--- config.mk ---
export PLATFORM = sky130hd
export DESIGN_NAME = fc_err_receiver
export DESIGN_NICKNAME = d
export VERILOG_FILES = /design/src/rtl/fc_err_receiver.sv
export SDC_FILE = /design/constraint.sdc
export NUM_CORES = 2
export LEC_CHECK = 0
export BUFFER_PORTS_ARGS = -buffer_cell sky130_fd_sc_hd__buf_2
export CAP_MARGIN = 5
export CORE_UTILIZATION = 40
export DETAILED_ROUTE_END_ITERATION = 10
export HOLD_SLACK_MARGIN = 0.1
export PLACE_DENSITY = 0.6
export SYNTH_ARGS = -nofsm -noshare
export SYNTH_HDL_FRONTEND = slang
export SYNTH_SLANG_ARGS = --single-unit
--- constraint.sdc ---
create_clock -name i_clk -period 6.83 [get_ports i_clk]
set_clock_uncertainty 0.05 [all_clocks]
set_input_delay 0.3415 -clock i_clk [delete_from_list [all_inputs] [get_ports i_clk]]
set_output_delay 0.3415 -clock i_clk [all_outputs]
set_load 0.02 [all_outputs]
--- src/rtl/fc_err_receiver.sv ---
// rtl/fc_err_receiver.sv - FC error-propagation receiver with per-cell batch accumulation and averaged drain
//
// Captures one sample's FRT_CELL error words from the FC block, adds them into
// per-cell saturating accumulators once the sample is confirmed complete, and on
// batch end streams the batch-averaged (divide by BATCH_SIZE) errors downstream.
//
// Ports:
//   i_clk, i_reset          clock, synchronous active-high reset
//   i_bck_prop_start        level, FC back-propagation of one sample in progress
//   i_fc_err_prop/addr      error word and its cell index from the FC block
//   i_fc_bck_prop_end       level, FC block finished the current sample
//   i_batch_end             one-cycle pulse, batch complete, drain requested
//   o_conv_err_valid/ready  drain handshake
//   o_conv_err_data/addr    averaged saturated error word and its cell index
//   o_conv_err_last         marks word FRT_CELL-1
//   o_rx_err                one-cycle pulse, sample discarded
//   o_sample_cnt            samples accumulated in the current batch
module fc_err_receiver #(
  parameter int FRT_CELL   = 32,
  parameter int BATCH_SIZE = 32,
  parameter int ACC_W      = 22
) (
  input  logic        i_clk,
  input  logic        i_reset,
  input  logic        i_bck_prop_start,
  input  logic [15:0] i_fc_err_prop,
  input  logic [15:0] i_fc_err_addr,
  input  logic        i_fc_bck_prop_end,
  input  logic        i_batch_end,
  output logic        o_conv_err_valid,
  input  logic        i_conv_err_ready,
  output logic [15:0] o_conv_err_data,
  output logic [15:0] o_conv_err_addr,
  output logic        o_conv_err_last,
  output logic        o_rx_err,
  output logic [15:0] o_sample_cnt
);

  localparam int SHIFT = $clog2(BATCH_SIZE);
  localparam int IDX_W = (FRT_CELL > 1) ? $clog2(FRT_CELL) : 1;
  localparam logic [IDX_W-1:0] LAST_IDX = IDX_W'(FRT_CELL - 1);
  localparam logic signed [ACC_W-1:0] ACC_MAX = {1'b0, {(ACC_W-1){1'b1}}};
  localparam logic signed [ACC_W-1:0] ACC_MIN = {1'b1, {(ACC_W-1){1'b0}}};

  typedef enum logic [2:0] {
    S_IDLE, S_CAPTURE, S_WAIT_END, S_ACCUM, S_HOLD, S_DRAIN
  } state_t;

  state_t                  r_state;
  logic [15:0]             r_stage [FRT_CELL];
  logic signed [ACC_W-1:0] r_acc   [FRT_CELL];
  logic [IDX_W-1:0]        r_exp_idx;
  logic [IDX_W-1:0]        r_idx;
  logic [15:0]             r_addr_q;
  logic                    r_batch_pend;

  logic [15:0]             w_exp16;
  logic                    w_capture;
  logic                    w_cap_last;
  logic [ACC_W:0]          w_sum;
  logic signed [ACC_W-1:0] w_acc_sat;
  logic                    w_hs;
  logic [IDX_W-1:0]        w_next_idx;

  // Average of one accumulator: arithmetic shift, then clamp to 16-bit signed.
  function automatic logic [15:0] sat16(input logic signed [ACC_W-1:0] a);
    logic signed [ACC_W-1:0] t;
    t = a >>> SHIFT;
    if ((&t[ACC_W-1:15]) || !(|t[ACC_W-1:15]))
      return t[15:0];
    else if (t[ACC_W-1])
      return 16'h8000;
    else
      return 16'h7FFF;
  endfunction

  // A word is taken only when the address is the expected one AND the address
  // actually moved into it on this cycle; an address left over from a previous
  // run therefore never counts as the start of a new stream.
  assign w_exp16    = 16'(r_exp_idx);
  assign w_capture  = (i_fc_err_addr == w_exp16) &&
                      ((r_exp_idx == '0) ? (r_addr_q != 16'd0)
                                         : (r_addr_q == w_exp16 - 16'd1));
  assign w_cap_last = w_capture && (r_exp_idx == LAST_IDX);

  // One extra bit of headroom so overflow is visible before clamping.
  assign w_sum = {r_acc[r_idx][ACC_W-1], r_acc[r_idx]} +
                 {{(ACC_W-15){r_stage[r_idx][15]}}, r_stage[r_idx]};

  always_comb begin
    w_acc_sat = w_sum[ACC_W-1:0];
    if (w_sum[ACC_W] != w_sum[ACC_W-1])
      w_acc_sat = w_sum[ACC_W] ? ACC_MIN : ACC_MAX;
  end

  assign w_hs       = o_conv_err_valid && i_conv_err_ready;
  assign w_next_idx = r_idx + 1'b1;

  always_ff @(posedge i_clk) begin
    if (i_reset) begin
      r_state          <= S_IDLE;
      r_exp_idx        <= '0;
      r_idx            <= '0;
      r_addr_q         <= 16'd0;
      r_batch_pend     <= 1'b0;
      o_conv_err_valid <= 1'b0;
      o_conv_err_data  <= 16'd0;
      o_conv_err_addr  <= 16'd0;
      o_conv_err_last  <= 1'b0;
      o_rx_err         <= 1'b0;
      o_sample_cnt     <= 16'd0;
      for (int i = 0; i < FRT_CELL; i++) begin
        r_stage[i] <= 16'd0;
        r_acc[i]   <= '0;
      end
    end else begin
      r_addr_q <= i_fc_err_addr;
      o_rx_err <= 1'b0;

      // A drain request that cannot start now is remembered until IDLE.
      if (i_batch_end && (r_state != S_IDLE))
        r_batch_pend <= 1'b1;

      case (r_state)
        S_IDLE: begin
          if (i_bck_prop_start) begin
            r_state   <= S_CAPTURE;
            r_exp_idx <= '0;
            if (i_batch_end)
              r_batch_pend <= 1'b1;
          end else if (i_batch_end || r_batch_pend) begin
            r_state          <= S_DRAIN;
            r_batch_pend     <= 1'b0;
            r_idx            <= '0;
            o_conv_err_valid <= 1'b1;
            o_conv_err_data  <= sat16(r_acc[0]);
            o_conv_err_addr  <= 16'd0;
            o_conv_err_last  <= (FRT_CELL == 1);
          end
        end

        S_CAPTURE: begin
          if (w_capture) begin
            r_stage[r_exp_idx] <= i_fc_err_prop;
            r_exp_idx          <= r_exp_idx + 1'b1;
          end
          if (w_cap_last) begin
            r_idx   <= '0;
            r_state <= i_fc_bck_prop_end ? S_ACCUM : S_WAIT_END;
          end else if (i_fc_bck_prop_end) begin
            o_rx_err <= 1'b1;
            r_state  <= S_HOLD;
          end else if (!i_bck_prop_start) begin
            o_rx_err <= 1'b1;
            r_state  <= S_IDLE;
          end
        end

        S_WAIT_END: begin
          if (i_fc_bck_prop_end) begin
            r_idx   <= '0;
            r_state <= S_ACCUM;
          end else if (!i_bck_prop_start) begin
            o_rx_err <= 1'b1;
            r_state  <= S_IDLE;
          end
        end

        S_ACCUM: begin
          r_acc[r_idx] <= w_acc_sat;
          r_idx        <= w_next_idx;
          if (r_idx == LAST_IDX) begin
            r_idx   <= '0;
            r_state <= S_HOLD;
            if (o_sample_cnt != 16'hFFFF)
              o_sample_cnt <= o_sample_cnt + 16'd1;
          end
        end

        S_HOLD: begin
          if (!i_bck_prop_start)
            r_state <= S_IDLE;
        end

        S_DRAIN: begin
          if (w_hs) begin
            if (r_idx == LAST_IDX) begin
              r_state          <= S_IDLE;
              r_idx            <= '0;
              o_conv_err_valid <= 1'b0;
              o_conv_err_data  <= 16'd0;
              o_conv_err_addr  <= 16'd0;
              o_conv_err_last  <= 1'b0;
              o_sample_cnt     <= 16'd0;
              for (int i = 0; i < FRT_CELL; i++)
                r_acc[i] <= '0;
            end else begin
              r_idx           <= w_next_idx;
              o_conv_err_data <= sat16(r_acc[w_next_idx]);
              o_conv_err_addr <= 16'(w_next_idx);
              o_conv_err_last <= (w_next_idx == LAST_IDX);
            end
          end
        end

        default: r_state <= S_IDLE;
      endcase
    end
  end

endmodule

**Word-level counts from Yosys, hierarchy flattened**

Memories as Yosys holds them, arrays and structs flattened. A register that Yosys moved wholly into a read port is not among the register bits.
Index checks and enable logic that the tools add are counted.

- Flip-flop bits (word level): 81
- Bits in writable memories: 1216
- Input port bits: 38
- Memories kept: 2

- $add $sub $neg: 5
- Eq/ne operators: 23
- Muxes and demuxes: 119
- Bitwise gates (word level): 32
- Reductions and logical operators: 29

Memory list:

| name | depth | width | read ports | clocked after memory_dff | write ports | line | text |
|---|---|---|---|---|---|---|---|
| r_acc | 32 | 22 | 3 | 1 | 32 | 51 | `logic signed [ACC_W-1:0] r_acc [FRT_CELL];` |
| r_stage | 32 | 16 | 1 | 1 | 32 | 50 | `logic [15:0] r_stage [FRT_CELL];` |

Operator list:

| operator | number |
|---|---|
| 22-bit two-way mux | 35 |
| 16-bit two-way mux | 16 |
| 16-bit case mux with 2 select lines | 3 |
| 5-bit two-way mux | 15 |
| 1-bit two-way mux | 35 |
| 1-bit OR | 32 |
| 3-bit two-way mux | 9 |
| 5-bit case mux with 5 select lines | 1 |
| 22-bit by 16-bit adder with 23-bit output | 1 |
| 22-bit OR reduction | 1 |
| 2-bit != test, second input constant | 10 |
| 3-bit case mux with 6 select lines | 1 |
| 16-bit by 1-bit adder with 16-bit output, second input constant | 1 |
| 16-bit equality test | 1 |
| 16-bit by 5-bit equality test with 1-bit output | 1 |
| 16-bit != test, second input constant | 1 |
| 16-bit nonzero test | 1 |
| 16-bit OR reduction | 1 |
| 5-bit equality test, second input constant | 3 |
| 5-bit by 1-bit adder with 5-bit output, second input constant | 2 |
| 5-bit case mux with 2 select lines | 1 |
| 5-bit AND reduction | 2 |
| 4-bit AND reduction | 2 |
| 3-bit by 2-bit equality test with 1-bit output, second input constant | 2 |
| other kinds (18) | 31 |

**Longest topological paths before layout**

- Depth in word-level cells: 10
- Mapped depth: 19

**Worst setup path after synthesis**

OpenSTA, ideal clock, no wires.

- Path kind: reg-to-reg
- Start point: register with a tool-made name
- End point: memory r_acc[0][11], data pin
- Data arrival time: 5.322 ns
- Required time: 6.514 ns
- Slack: 1.192 ns
- Cell stages (with the launch flop): 19
- Path buffers: 5
- Clock period less this slack: 5.638 ns
- Cell sequence: dfxtp_1 -> clkbuf_1 -> buf_1 -> buf_1 -> mux4_2 -> mux4_2 -> mux2_2 -> ha_1 -> fa_1 -> a21oi_1 -> nor3_1 -> o21bai_1 -> a211oi_1 -> o21ai_1 -> nor2_1 -> buf_2 -> a21oi_1 -> buf_2 -> nor2_1

RTL lines:

| what | line |
|---|---|
| to (decl) | 51 |

==> impl_metrics.prom <==
# TYPE chip_impl_metric gauge
chip_impl_metric{name="final-hold-violation-count",unit=""} 0
chip_impl_metric{name="synth-seq-area-share",unit=""} 0.607
chip_impl_metric{name="ir_worst_vdd",unit="V"} 0.000260
chip_impl_metric{name="htree_levels",unit=""} 4
chip_impl_info{name="cp-end-kind",value="flip-flop"} 1
chip_impl_metric{name="power.density_cell_area",unit="nW/um2"} 278
chip_impl_metric{name="numPlacedInstances",unit=""} 6146
chip_impl_metric{name="placement.cell_area",unit="um2"} 65700
chip_impl_metric{name="setup_violations",unit=""} 0
chip_impl_info{name="r2r_end",value="r_acc[6][16]"} 1
chip_impl_info{name="cts_tree",value="built"} 1
chip_impl_metric{name="worst_skew_pair.late_latency",unit="ns"} 0.78
chip_impl_metric{name="holdBufCountCts",unit=""} 23
chip_impl_metric{name="antenna_violating_nets_post_route",unit=""} 0
chip_impl_metric{name="synth_area_per_cell",unit="um2"} 14.8
chip_impl_metric{name="post_cts_buffers",unit=""} 0
chip_impl_info{name="worst_hold_path_type",value="in2reg"} 1
chip_impl_info{name="grt_setup_unrepaired",value="false"} 1
chip_impl_metric{name="routed_wire_length_per_instance",unit="um"} 29.0
chip_impl_metric{name="cts_inserted_buffers",unit=""} 135
chip_impl_metric{name="routed_wl",unit="mm"} 186
chip_impl_metric{name="max_cap_violations",unit=""} 0
chip_impl_metric{name="floorplan.initialDensity",unit=""} 0.405
chip_impl_metric{name="cp_data_arrival_time",unit="ns"} 6.68
chip_impl_info{name="cp-start-kind",value="flip-flop"} 1
chip_impl_metric{name="clock_sink_count",unit=""} 1291
chip_impl_metric{name="p_leak",unit="nW"} 23.2
chip_impl_info{name="setup.worst_path.class",value="reg2reg"} 1
chip_impl_info{name="crit_family",value="buffers and inverters"} 1
chip_impl_info{name="most_repeated_library_cell_on_the_critical_path",value="sky130_fd_sc_hd__buf_4"} 1
chip_impl_metric{name="die_x",unit="um"} 398
chip_impl_metric{name="placementRows",unit=""} 144
chip_impl_metric{name="dieArea",unit="um2"} 158000
chip_impl_metric{name="initialDrtViolationCount",unit=""} 4684
chip_impl_metric{name="gpl.final_weighted_congestion",unit=""} 0.868
chip_impl_info{name="endpoint_of_the_worst_hold_timing_path",value="r_addr_q[4]"} 1
chip_impl_metric{name="crit_buf_inv",unit=""} 5
chip_impl_metric{name="final_critical_path_share_of_the_clock_period",unit=""} 0.915
chip_impl_metric{name="floorplan.io_pins",unit=""} 89
chip_impl_info{name="hold_path.startpoint",value="i_reset"} 1
chip_impl_metric{name="synth_cell_type_count",unit=""} 72
chip_impl_info{name="sequence_of_cells_on_the_critical_path",value="buf_12 > buf_4 > mux4_2 > mux4_2 > mux2_2 > ha_1 > o21ai_0 > nor2_1 > a2111oi_0 > o31ai_1 > nand4_1 > buf_4 > nand2_1 > buf_4 > a21oi_2 > buf_4 > nor2_1"} 1
chip_impl_metric{name="total_congestion_overflow",unit=""} 0
chip_impl_info{name="synth-main-ff-cell",value="sky130_fd_sc_hd__edfxtp_1"} 1
chip_impl_metric{name="final_nets",unit=""} 4338
chip_impl_metric{name="grt_antenna_before_repair",unit=""} 3
chip_impl_metric{name="groute.usage.overall",unit=""} 0.235
chip_impl_metric{name="numPortBuffers",unit=""} 77
chip_impl_metric{name="post_cts_resized",unit=""} 0
chip_impl_metric{name="vias",unit=""} 38100
chip_impl_info{name="run_status",value="completed"} 1
chip_impl_metric{name="layout.filler_cells",unit=""} 13500
chip_impl_metric{name="multi_input_area",unit="um2"} 23200
chip_impl_metric{name="clkSlewWorstSetupHoldPaths",unit="ns"} 0.06
chip_impl_metric{name="timing_worst_slew_pin_value",unit="ns"} 1.21
chip_impl_metric{name="worstPathMaxFanout",unit=""} 32
chip_impl_metric{name="final_core_utilization",unit=""} 0.453
chip_impl_metric{name="required_time_worst_endpoint",unit="ns"} 7.26
chip_impl_metric{name="max-clock-path-buffers",unit=""} 3
chip_impl_metric{name="maxSlewHeadroom",unit=""} 0.188
chip_impl_metric{name="slowest_delay",unit="ns"} 0.80
chip_impl_metric{name="remaining_drc_errors",unit=""} 0
chip_impl_metric{name="finish.cell_count_without_fillers",unit=""} 6417
chip_impl_metric{name="timing.fmax",unit="MHz"} 160
chip_impl_metric{name="post_synth_edffs",unit=""} 1216
chip_impl_metric{name="syn-cell-area",unit="um2"} 62700
chip_impl_metric{name="seq_area",unit="um2"} 38000
chip_impl_metric{name="synth_instances",unit=""} 4237
chip_impl_metric{name="grt_max_degree",unit=""} 80
chip_impl_metric{name="firstDrtPassIters",unit=""} 10
chip_impl_metric{name="vias_per_cell",unit=""} 5.94
chip_impl_metric{name="setup_tns",unit="ns"} 0
chip_impl_metric{name="final_cell_area",unit="um2"} 70100
chip_impl_info{name="root_buffer",value="sky130_fd_sc_hd__clkbuf_16"} 1
chip_impl_metric{name="number_of_global_route_vias_before_repair",unit=""} 37500
chip_impl_metric{name="r2r_cells",unit=""} 17
chip_impl_metric{name="min_path_cells",unit=""} 3
chip_impl_info{name="critical_path.slowest_cell",value="sky130_fd_sc_hd__dfxtp_4"} 1
chip_impl_metric{name="timing.final.max_slew_violations",unit=""} 0
chip_impl_metric{name="async_set_or_reset_register_ratio_after_synthesis",unit=""} 0
chip_impl_metric{name="hpwlAfterDp",unit="mm"} 115
chip_impl_metric{name="fp.dieH",unit="um"} 398
chip_impl_metric{name="layout-drive-gt1-share",unit=""} 0.247
chip_impl_metric{name="layout_min_cycle_time",unit="ns"} 6.25
chip_impl_metric{name="yosys_warning_total",unit=""} 0
chip_impl_metric{name="floorplan.core_area",unit="um2"} 155000
chip_impl_metric{name="synth_seq_cells",unit=""} 1291
chip_impl_metric{name="area_overhead_of_the_layout_relative_to_synthesis",unit="%"} 11.8
chip_impl_metric{name="first_pass_grt_wire_length",unit="mm"} 266
chip_impl_metric{name="r2r_setup_slack",unit="ns"} 0.58
==> registers in the layout (all words and copies together) (netlist names), named ones only <==
| signal | flops |
|---|---|
| r_acc | 704 |
| r_stage | 512 |
| o_conv_err_last | 1 |
| r_batch_pend | 1 |
| o_conv_err_addr | 5 |
| o_conv_err_data | 16 |
| o_conv_err_valid | 1 |
| r_state | 3 |
| r_exp_idx | 5 |
| o_rx_err | 1 |
| r_idx | 5 |
| r_addr_q | 16 |
| o_sample_cnt | 16 |
==> per-layer routing <==
layer,wire [um],part of all wire,GRT usage
met2,89300,0.48,0.374
met4,7250,0.039,0.0940
met5,0,0,0
met3,16100,0.086,0.0460
met1,73700,0.40,0.316
==> worst register-to-register path, cell delays in order (launching register included) <==
cell and delay [ns]:
sky130_fd_sc_hd__dfxtp_4 0.80, sky130_fd_sc_hd__buf_12 0.35, sky130_fd_sc_hd__buf_4 0.25, sky130_fd_sc_hd__mux4_2 0.38
sky130_fd_sc_hd__mux4_2 0.53, sky130_fd_sc_hd__mux2_2 0.31, sky130_fd_sc_hd__ha_1 0.35, sky130_fd_sc_hd__o21ai_0 0.25
sky130_fd_sc_hd__nor2_1 0.10, sky130_fd_sc_hd__a2111oi_0 0.80, sky130_fd_sc_hd__o31ai_1 0.13, sky130_fd_sc_hd__nand4_1 0.10
sky130_fd_sc_hd__buf_4 0.17, sky130_fd_sc_hd__nand2_1 0.30, sky130_fd_sc_hd__buf_4 0.36, sky130_fd_sc_hd__a21oi_2 0.16
sky130_fd_sc_hd__buf_4 0.43, sky130_fd_sc_hd__nor2_1 0.13
==> logic make-up after synthesis <==
family | count (synthesis) | share of synthesized area
AO/OA/AOI/OAI | 192 | 0.0188
adder cells (fa/ha/maj) | 40 | 0.00799
buffers and inverters | 395 | 0.0262
flip-flops | 1291 | 0.607
multiplexers | 594 | 0.205
other | 1 | 0.0000598
XOR/XNOR | 44 | 0.00615
AND/OR/NAND/NOR | 1680 | 0.129
==> cells in the mapped netlist (17+ instances only) <==
cell                       count  area share
sky130_fd_sc_hd__edfxtp_1   1216        0.58
sky130_fd_sc_hd__clkbuf_1    255       0.015
sky130_fd_sc_hd__and2_1      515       0.051
sky130_fd_sc_hd__nand4_1      17      0.0017
sky130_fd_sc_hd__ha_1         36      0.0072
sky130_fd_sc_hd__xnor2_1      26      0.0036
sky130_fd_sc_hd__buf_1        47      0.0028
sky130_fd_sc_hd__nor3_1       45      0.0036
sky130_fd_sc_hd__nand2_1     149      0.0089
sky130_fd_sc_hd__nand3_1      54      0.0043
sky130_fd_sc_hd__nor2_1      805       0.048
sky130_fd_sc_hd__o21ai_0      54      0.0043
sky130_fd_sc_hd__buf_2        58      0.0046
sky130_fd_sc_hd__dfxtp_1      75       0.024
sky130_fd_sc_hd__mux4_2      543        0.20
sky130_fd_sc_hd__mux2_2       42      0.0075
sky130_fd_sc_hd__a21oi_1      62      0.0050
sky130_fd_sc_hd__xor2_1       18      0.0025
sky130_fd_sc_hd__nor2b_1      22      0.0022
==> placed cells by master (no fill, tap or decap), drive strengths merged, types with 4 or more instances in the layout <==
cell type    instances
a311oi              13
a21oi               62
nor2b               22
a22oi                5
a31oi                4
mux2i                4
nor3                46
dfxtp               75
o31ai                5
ha                  36
xor2                18
conb                11
nor2               817
o21ai               57
mux2                42
buf                235
o21a                 4
inv                 21
or2                  5
dlygate4sd3         23
o211ai               4
nand2b               4
edfxtp            1216
nand2              153
xnor2               26
and3                10
nor4                 8
clkbuf             185
mux4               548
a211oi               4
nor3b                5
or3                  7
nand3               54
a21o                11
nand4               17
and3b                4
clkinv              49
and2               516
==> worst max path at each step <==
stage	cells past startpoint	slack, ns	from	to
floorplan	18	1.19	flip-flop	r_acc[0][11]
global placement	15	0.77	flip-flop	r_acc[13][9]
detailed placement	16	0.68	flip-flop	r_acc[12][9]
CTS	15	0.65	flip-flop	r_acc[12][9]
global route	16	0.17	flip-flop	r_acc[13][10]
finish	17	0.58	flip-flop	r_acc[6][16]
==> power by group <==
part,internal [mW],leakage [nW],switching [mW]
logic,1.08,8.96,2.07
clock network,3.97,2.03,3.13
registers,9.04,12.2,0.196
==> stage by stage <==
step	setup WS [ns]	total power, mW	hold WS (ns)
5_1_grt	0.167	20.0	0.177
3_3_place_gp	0.770	12.5	0.393
2_1_floorplan	1.19	11.3	0.420
3_5_place_dp	0.685	12.5	0.392
6_report	0.583	19.5	0.162
4_1_cts	0.650	19.5	0.125
==> cell type report <==
type,count,area share
inverter,16,0.000857
clock inverter,59,0.00539
multi-input combinational,2561,0.331
antenna,3,0.000107
tap,2044,0.0365
sequential,1291,0.543
timing repair buffer,258,0.0293
clock buffer,185,0.0541
Power figures use the tool's default switching activity.
